### config.mk
export PLATFORM = sky130hd
export DESIGN_NAME = pri_encoder_q
export DESIGN_NICKNAME = d
export VERILOG_FILES = /design/src/rtl/dec_pkg.sv /design/src/rtl/pri_encoder_q_lsb_pick.sv /design/src/rtl/pri_encoder_q.sv
export SDC_FILE = /design/constraint.sdc
export NUM_CORES = 1
export LEC_CHECK = 0
export ABC_AREA = 1
export BUFFER_PORTS_ARGS = -buffer_cell sky130_fd_sc_hd__buf_2
export CORE_AREA = 2 2 39 41
export DETAILED_ROUTE_END_ITERATION = 10
export DIE_AREA = 0 0 41 43
export GPL_ROUTABILITY_DRIVEN = 0
export PLACE_DENSITY_LB_ADDON = 0.15
export SLEW_MARGIN = 20
export SYNTH_ARGS = -nofsm -noshare
export SYNTH_HDL_FRONTEND = slang
export SYNTH_SLANG_ARGS = --single-unit
### constraint.sdc
create_clock -name clk -period 2.1 [get_ports clk]
set_input_delay 0.315 -clock clk [delete_from_list [all_inputs] [get_ports clk]]
set_output_delay 0.315 -clock clk [all_outputs]
set_load 0.05 [all_outputs]
### src/rtl/dec_pkg.sv
// Shared constants and helpers for the decoder / priority-encoder pair.
package dec_pkg;

  localparam int DEC_N = 4;
  localparam int DEC_W = $clog2(DEC_N);

  typedef enum logic {
    ST_IDLE = 1'b0,
    ST_HOLD = 1'b1
  } enc_state_t;

  function automatic logic [DEC_N-1:0] onehot(input logic [DEC_W-1:0] idx);
    return DEC_N'(1) << idx;
  endfunction

endpackage

### src/rtl/pri_encoder_q_lsb_pick.sv
// Combinational search for the first set bit of vec, starting at start and
// wrapping modulo N (N is a power of two, so the W-bit sum wraps naturally).
module lsb_pick #(
  parameter int N = 4,
  parameter int W = $clog2(N)
) (
  input  logic [N-1:0] vec,
  input  logic [W-1:0] start,
  output logic [W-1:0] idx,
  output logic         found
);

  always_comb begin
    idx   = '0;
    found = |vec;
    // Walk offsets from farthest to nearest so the nearest set bit wins.
    for (int k = N - 1; k >= 0; k--) begin
      if (vec[start + W'(k)]) idx = start + W'(k);
    end
  end

endmodule

### src/rtl/pri_encoder_q.sv
// Sequential N-to-log2(N) priority encoder with valid/ready output.
// Define PRI_ENCODER_Q_ROUND_ROBIN_EN for rotating priority; default is fixed (bit 0 highest).
//
// state   | meaning
// ST_IDLE | no undelivered index, valid=0
// ST_HOLD | y holds an undelivered index, valid=1
module pri_encoder_q
  import dec_pkg::*;
#(
  parameter int N = DEC_N,
  localparam int W = $clog2(N)
) (
  input  logic         clk,
  input  logic         rst_n,
  input  logic         e,
  input  logic [N-1:0] a,
  input  logic         ready,
  output logic         valid,
  output logic [W-1:0] y,
  output logic [N-1:0] pending
);

  enc_state_t   state_q, state_d;
  logic [W-1:0] y_q, y_d;
  logic [N-1:0] pending_q, pending_d;

  logic [N-1:0] cand;
  logic         slot_free;
  logic [W-1:0] pick_idx;
  logic         pick_found;
  logic [W-1:0] pick_start;
  logic [N-1:0] pick_mask;

  assign cand      = pending_q | (e ? a : '0);
  assign slot_free = (state_q == ST_IDLE) || ready;
  assign pick_mask = {{(N-1){1'b0}}, 1'b1} << pick_idx;

`ifdef PRI_ENCODER_Q_ROUND_ROBIN_EN
  logic [W-1:0] ptr_q, ptr_d;

  assign pick_start = ptr_q;

  always_comb begin
    ptr_d = ptr_q;
    if (slot_free && pick_found) ptr_d = pick_idx + W'(1);
  end

  always_ff @(posedge clk or negedge rst_n) begin
    if (!rst_n) ptr_q <= '0;
    else        ptr_q <= ptr_d;
  end
`else
  assign pick_start = '0;
`endif

  lsb_pick #(
    .N(N),
    .W(W)
  ) u_lsb_pick (
    .vec  (cand),
    .start(pick_start),
    .idx  (pick_idx),
    .found(pick_found)
  );

  always_comb begin
    state_d   = state_q;
    y_d       = y_q;
    pending_d = cand;
    if (slot_free) begin
      if (pick_found) begin
        state_d   = ST_HOLD;
        y_d       = pick_idx;
        pending_d = cand & ~pick_mask;
      end else begin
        state_d   = ST_IDLE;
      end
    end
  end

  always_ff @(posedge clk or negedge rst_n) begin
    if (!rst_n) begin
      state_q   <= ST_IDLE;
      y_q       <= '0;
      pending_q <= '0;
    end else begin
      state_q   <= state_d;
      y_q       <= y_d;
      pending_q <= pending_d;
    end
  end

  assign valid   = (state_q == ST_HOLD);
  assign y       = y_q;
  assign pending = pending_q;

endmodule
Yosys cells after proc, flatten, opt, wreduce, memory -nomap -nowiden

Cells that the tools add are included.

Bits in registers: 7
Input bits: 8
Output and inout bits: 7
Word-level logic and storage cells: 19

Shifts and indexed selects: 1
Multiplexer cells: 8
Bitwise operators: 4
Reduce and logical (&&, ||, !) cells: 3

Operators with widths:

| cell                                                              | count |
|---|---|
| 4-bit two-way mux                                                 | 3 |
| 2-bit two-way mux                                                 | 4 |
| 4-bit AND                                                         | 1 |
| 4-bit NOT                                                         | 1 |
| 4-bit OR                                                          | 1 |
| 4-bit OR reduction                                                | 1 |
| 1-bit by 2-bit << shifter with 4-bit output, first input constant | 1 |
| 2-bit AND reduction                                               | 1 |
| 1-bit logical OR                                                  | 1 |
| 1-bit two-way mux                                                 | 1 |
| 1-bit NOT                                                         | 1 |

Longest topological paths before layout

Gate-level depths: netlist (run 1).

Depth after elaboration: 11
Depth in mapped cells: 7
Depth with buffers taken out: 7

Cells and area by module

Synthesis (run 1) repeated with hierarchy kept, for this count alone.

Cells, all modules: 88
Area total of the unflattened synthesis: 518.0 µm²

Modules (own cells, without submodules):

| module        | instances | cells an instance | area an instance (µm²) | sequential area each (µm²) |
|---|---|---|---|---|
| pri_encoder_q | 1         | 42                | 329.1                  | 175.2 |
| lsb_pick      | 1         | 46                | 188.9                  | 0.0 |

Worst setup path before layout (run 1)

Ideal clock, no wire load.

Path type: flip-flop to flip-flop
Start: register pending_q[1], in the netlist pending[1]
End: register pending_q[3], in the netlist pending[3]
Setup time: 0.113 ns
Arrival time: 1.075 ns
Required time: 1.987 ns
Slack: 0.913 ns
Cell stages (with the launch flop): 7
Buffers on the path: 0
Period minus slack after synthesis: 1.187 ns
Cells stage by stage: dfrtp_1 > inv_1 > nand2_2 > nor3_2 > nand2_1 > nand2_1 > inv_1

Longest elaborated chain between the ends: 8
Elaborated cells on any way between the ends: 9
Those cells by class: 1 x shift; 4 x mux; 3 x bitwise; 1 x reduce/logical

RTL lines:

| element                                     | line                         | text |
|---|---|---|
| start, declared                             | pri_encoder_q.sv:25          | `logic [N-1:0] pending_q, pending_d;` |
| start signal, assigned                      | pri_encoder_q.sv:89          | `pending_q <= pending_d;` |
| 4-bit OR *                                  | pri_encoder_q.sv:34          | `assign cand = pending_q \| (e ? a : '0);` |
| 2-bit two-way mux (2 in series)             | pri_encoder_q_lsb_pick.sv:18 | `if (vec[start + W'(k)]) idx = start + W'(k);` |
| 1-bit by 2-bit << shifter with 4-bit output | pri_encoder_q.sv:36          | `assign pick_mask = {{(N-1){1'b0}}, 1'b1} << pick_idx;` |
| 4-bit NOT                                   | pri_encoder_q.sv:74          | `pending_d = cand & ~pick_mask;` |
| 4-bit AND                                   | pri_encoder_q.sv:74          |  |
| 4-bit two-way mux *                         | pri_encoder_q.sv:71          | `if (pick_found) begin` |
| 4-bit two-way mux *                         | pri_encoder_q.sv:70          | `if (slot_free) begin` |
| net pending_d[3]                            | pri_encoder_q.sv:25          |  |

The timed path passes the listed nets; every way through them passes the cells marked *.
A chain may end at the register's enable or synchronous reset.

Final worst setup path (run 1)

Start: register pending_q[3], in the netlist pending[3]
End: output pending[3]

RTL lines:

| element       | line                | text |
|---|---|---|
| end, declared | pri_encoder_q.sv:20 | `output logic [N-1:0] pending` |

No word-level cell between the ends.

==> results of run 1 <==
-- through the flow --
step | utilization [%] | instances | instance area (µm²) | setup WS, ps | power, mW
final | 34.4 | 80 | 477 | 918 | 0.427
after global routing | 34.4 | 80 | 477 | 883 | 0.451
after CTS | 34.4 | 80 | 477 | 910 | 0.431
after detailed placement | 31.8 | 75 | 440 | 1010 | 0.304
after global placement | 31.8 | 75 | 440 | 1020 | 0.303
after floorplan | - | 45 | 350 | 913 | 0.269
-- cells by family after synthesis --
| kind of cell | share of synthesized area [%] |
|---|---|
| DFF | 50.0 |
| and+or+nand+nor | 38.9 |
| AOI/OAI and AO/OA | 1.43 |
| buffers and inverters | 9.65 |
-- timing repair --
| item | 4_1_cts | 5_1_grt |
|---|---|---|
| hold endpoints to repair | 7 | 0 |
| setup buffers | 0 | 0 |
| hold buffers | 1 | 0 |
-- cell usage after synthesis --
| cell | instances | area, µm² |
|---|---|---|
| inv_1 | 7 | 26.3 |
| nand3b_1 | 1 | 7.51 |
| a21oi_1 | 1 | 5.00 |
| nor2_2 | 2 | 12.5 |
| dfrtp_1 | 7 | 175 |
| nand2_1 | 13 | 48.8 |
| inv_2 | 2 | 7.51 |
| nor2_1 | 4 | 15.0 |
| nor3_2 | 1 | 10.0 |
| nand2_2 | 6 | 37.5 |
| nand3_1 | 1 | 5.00 |
-- where the power goes --
group          switching (mW)  internal [mW]  leakage, nW
registers             0.00791          0.152       0.0802
logic                   0.106         0.0360        0.178
clock network          0.0529         0.0727       0.0150
total                   0.167          0.260        0.273
-- flip-flops by register name, summed over array words and instances, names as in the netlist --
register	flops
pending	4
valid	1
y	2
-- path summary, 6_finish.rpt --
| path | startpoint | end | cells after the start |
|---|---|---|---|
| min in group asynchronous | rst_n | y[0]$_DFFE_PN0P_ | 2 |
| setup / recovery | pending[3]$_DFF_PN0_ | pending[3] | 1 |
| setup reg to reg | pending[1]$_DFF_PN0_ | pending[3]$_DFF_PN0_ | 6 |
| max in group asynchronous | rst_n | pending[3]$_DFF_PN0_ | 2 |
| hold / removal | ready | pending[0]$_DFF_PN0_ | 4 |
| hold reg to reg | y[0]$_DFFE_PN0P_ | y[0]$_DFFE_PN0P_ | 2 |
-- per-layer routing --
layer | global-route usage [%] | up-vias
met1 | 15.5 | 134
li1 | - | 169
met5 | 0 | -
met4 | 10.0 | 0
met3 | 3.14 | 5
met2 | 13.8 | 10
-- layout make-up --
class | instances | area (µm²) | share of cell area (%)
repair buffers | 15 | 80.1 | 16.8
flip-flops and latches | 7 | 175 | 36.7
inverters | 9 | 33.8 | 7.09
clock buffers | 4 | 26.3 | 5.51
multi-input cells | 29 | 141 | 29.7
well taps | 16 | 20.0 | 4.20
==> results_dict.tcl, run 1 <==
set metrics [dict create \
    die_h_um 43 \
    fin_setup_tns_ps 0 \
    grt_max_degree 8 \
    drive_gt1_share_pct 43.8 \
    fp.dieW_um 41 \
    hpwl_um 573 \
    hold_path.class "in2reg" \
    port_buffers 14 \
    clock_path_buffers 2 \
    status "finished, final reports clean" \
    root_buffer "clkbuf_4" \
    core_um2 1380 \
    crit_chain "buf_2" \
    required_ps 1780 \
    crit_type "reg2out" \
    grt_use_total_pct 11.3 \
    clock_skew_ps 0.306 \
    timing.hold.ws_ps 354 \
    cpPeakStageDelay_ps 350 \
    cts_max_level 1 \
    cp_max_fo 2 \
    avgSynthCellArea_um2 7.79 \
    grt_pass1_wl_mm 1.27 \
    p_per_area_nw_per_um2 896 \
    max_freq_mhz 846 \
    cts_tree "built" \
    cap_viol_max_count 0 \
    cts_buffers 3 \
    drcViolationCount 0 \
    insertedDiodeCount 0 \
    rsz0062_at_grt "false" \
    setup_viol 0 \
    p_leak_nw 0.273 \
    wire_per_inst_um 8.94 \
    wl_met2_um 306 \
    worstPathArrival_ps 870 \
    path_clk_slew_ps 60 \
    initial_core_util_pct 25.3 \
    vias_per_cell 3.98 \
    mostFrequentLayoutCells "14 x buf_2, 13 x nand2_1, 7 x inv_1, 7 x dfrtp_1, 6 x nand2_2" \
    syn_nets 53 \
    maxSlewHeadroom_pct 83.6 \
    finalMaxSlewViolations 0 \
    reg2reg_setup_slack_ps 1110 \
    ant_nets 0 \
    area_growth_pct 36.1 \
    cp_top_family "flip-flops" \
    row_count 14 \
    antenna_found_initial 0 \
    first_iter_violations 2 \
    wl_um 715 \
    crit_buf_inv 1 \
    slowest_stage "dfrtp_1" \
    die_area_um2 1760 \
    ys.warnings.count 0 \
    final_common_cell "buf_2" \
    worstMarginPinSlew_ps 248 \
    final.fill_count 159 \
    cts_sinks 7 \
    synth.distinct_cells 11 \
    peakVddDrop_mv 0.350 \
    fin_nets 73 \
    postSynthCellCount 45 \
    crit_path_start_kind "register" \
    gr-total-overflow 0 \
    io_pins 15 \
    dr.pass1.iters 4 \
    top_layer "met4" \
    ys_seq_area_share_pct 50.0 \
    wl_met3_um 46 \
    ys_seq_elements 7 \
    end_kind "primary output" \
    dr_total_vias 318 \
    grt_pass1_vias 288 \
    synth_area_um2 350 \
    drt-met1-wl_um 337 \
    finalHoldViolations 0 \
    ctsResizeCount 0 \
    period_minus_slack_ps 1180 \
    clk_latency_ps 250 \
    post-route-period-util_pct 56.3 \
]
Power figures use the tool's default switching activity.
==> run 2: changes to the inputs <==
- clock period: 2.1 -> 1.15 ns (I/O delays scaled with it)
==> run 2 against run 1 <==
Net effect: core utilization increased by 0.36 points; count of clock-buffer cells in the layout unchanged; wire length decreased by 6.0%; final cell count unchanged; via count unchanged; setup slack got worse by 810 ps; total power increased by 83%; sequential cell count unchanged.
==> results_dict.tcl, run 2 (same netlist as run 1, synthesis figures left out) <==
set metrics [dict create \
    clk_latency_ps 250 \
    first_iter_violations 4 \
    wl_um 672 \
    mostFrequentLayoutCells "14 x buf_2, 13 x nand2_1, 7 x inv_1" \
    final_common_cell "buf_2" \
    cpPeakStageDelay_ps 350 \
    antenna_found_initial 0 \
    initial_core_util_pct 25.3 \
    min_path_cells 3 \
    wire_per_inst_um 8.40 \
    rsz0062_at_grt "false" \
    cts_tree "built" \
    hold_path.class "in2reg" \
    cts_buffers 3 \
    cp_num_cells 1 \
    core_um2 1380 \
    crit_type "reg2out" \
    cts_max_level 1 \
    grt_pass1_wl_mm 1.21 \
    insertedDiodeCount 0 \
    root_buffer "clkbuf_4" \
    p_leak_nw 0.270 \
    crit_path_start_kind "register" \
    clock_path_buffers 2 \
    die_area_um2 1760 \
    grt_use_total_pct 10.7 \
    path_clk_slew_ps 50 \
    finalHoldViolations 0 \
    reg2reg_depth 6 \
    post_cts_buffers 0 \
    clock_skew_ps 1.05 \
    drcViolationCount 0 \
    grt_max_degree 8 \
    hold_buffers 1 \
    final.fill_count 159 \
    io_pins 15 \
    die_h_um 43 \
    fin_setup_tns_ps 0 \
    dr_total_vias 318 \
    crit_chain "buf_2" \
    timing.hold.ws_ps 198 \
    cap_viol_max_count 0 \
    final_cells 80 \
    cp_top_family "flip-flops" \
    vias_per_cell 3.98 \
    grt_pass1_vias 287 \
    worstPathArrival_ps 870 \
    dpl.cell_count 75 \
    peakVddDrop_mv 0.620 \
    finalInstanceArea_um2 482 \
    seqCellArea_um2 180 \
    max_freq_mhz 958 \
    hpwl_um 538 \
    worstMarginPinSlew_ps 248 \
    gr-total-overflow 0 \
    crit_buf_inv 1 \
    cp_max_fo 2 \
    slowest_stage "dfrtp_1" \
    period_minus_slack_ps 1040 \
    placed_area_um2 445 \
    setup_viol 0 \
    status "finished, final reports clean" \
    fin_nets 73 \
    largest_reg_flops 4 \
    maxSlewHeadroom_pct 83.6 \
    row_count 14 \
    ant_nets 0 \
    dr.pass1.iters 2 \
    fin_util_pct 34.8 \
    port_buffers 14 \
    area_growth_pct 37.5 \
    post-route-period-util_pct 90.8 \
    p_per_area_nw_per_um2 1620 \
    drive_gt1_share_pct 50.0 \
    fp.dieW_um 41 \
    finalMaxSlewViolations 0 \
    ctsResizeCount 0 \
    end_kind "primary output" \
    required_ps 980 \
    multi_input_area_um2 141 \
    cts_sinks 7 \
]
run 2: changes by cell type in the layout (fill, tap and decap cells not counted):
| cell | previous run | this run |
|---|---|---|
| dfrtp_1 | 7 | 3 |
| dfrtp_2 | 0 | 4 |
run 2: area by class of cell:
cell class,instances,area share (%)
clock buffers,4,5.45
inverters,9,7.01
multi-input cells,29,29.4
flip-flops and latches,7,37.4
well taps,16,4.16
repair buffers,15,16.6
run 2: path summary, 6_finish.rpt:
path,end,slack [ps],from
setup / recovery,pending[3],110,pending[3]$_DFF_PN0_
hold / removal,pending[0]$_DFF_PN0_,200,a[0]
setup reg to reg,pending[3]$_DFF_PN0_,150,pending[1]$_DFF_PN0_
hold reg to reg,y[0]$_DFFE_PN0P_,460,y[0]$_DFFE_PN0P_
max in group asynchronous,pending[1]$_DFF_PN0_,700,rst_n
min in group asynchronous,valid$_DFFE_PN0N_,280,rst_n
run 2: per-layer routing:
metal	track usage (%)	routed length [µm]
met3	3.14	51
met5	0	0
met2	14.4	287
met4	8.00	22
met1	13.8	311
run 2: stage by stage:
step | power (mW) | setup WS [ps]
detailed placement | 0.557 | 147
global route | 0.826 | 11.4
CTS | 0.794 | 96.6
floorplan | 0.494 | 12.0
global placement | 0.556 | 143
finish | 0.782 | 106
run 2: power by group:
| part | internal, mW | total [mW] | switching, mW |
|---|---|---|---|
| Clock | 0.133 | 0.230 | 0.0973 |
| Combinational | 0.0659 | 0.258 | 0.192 |
| Sequential | 0.279 | 0.293 | 0.0140 |
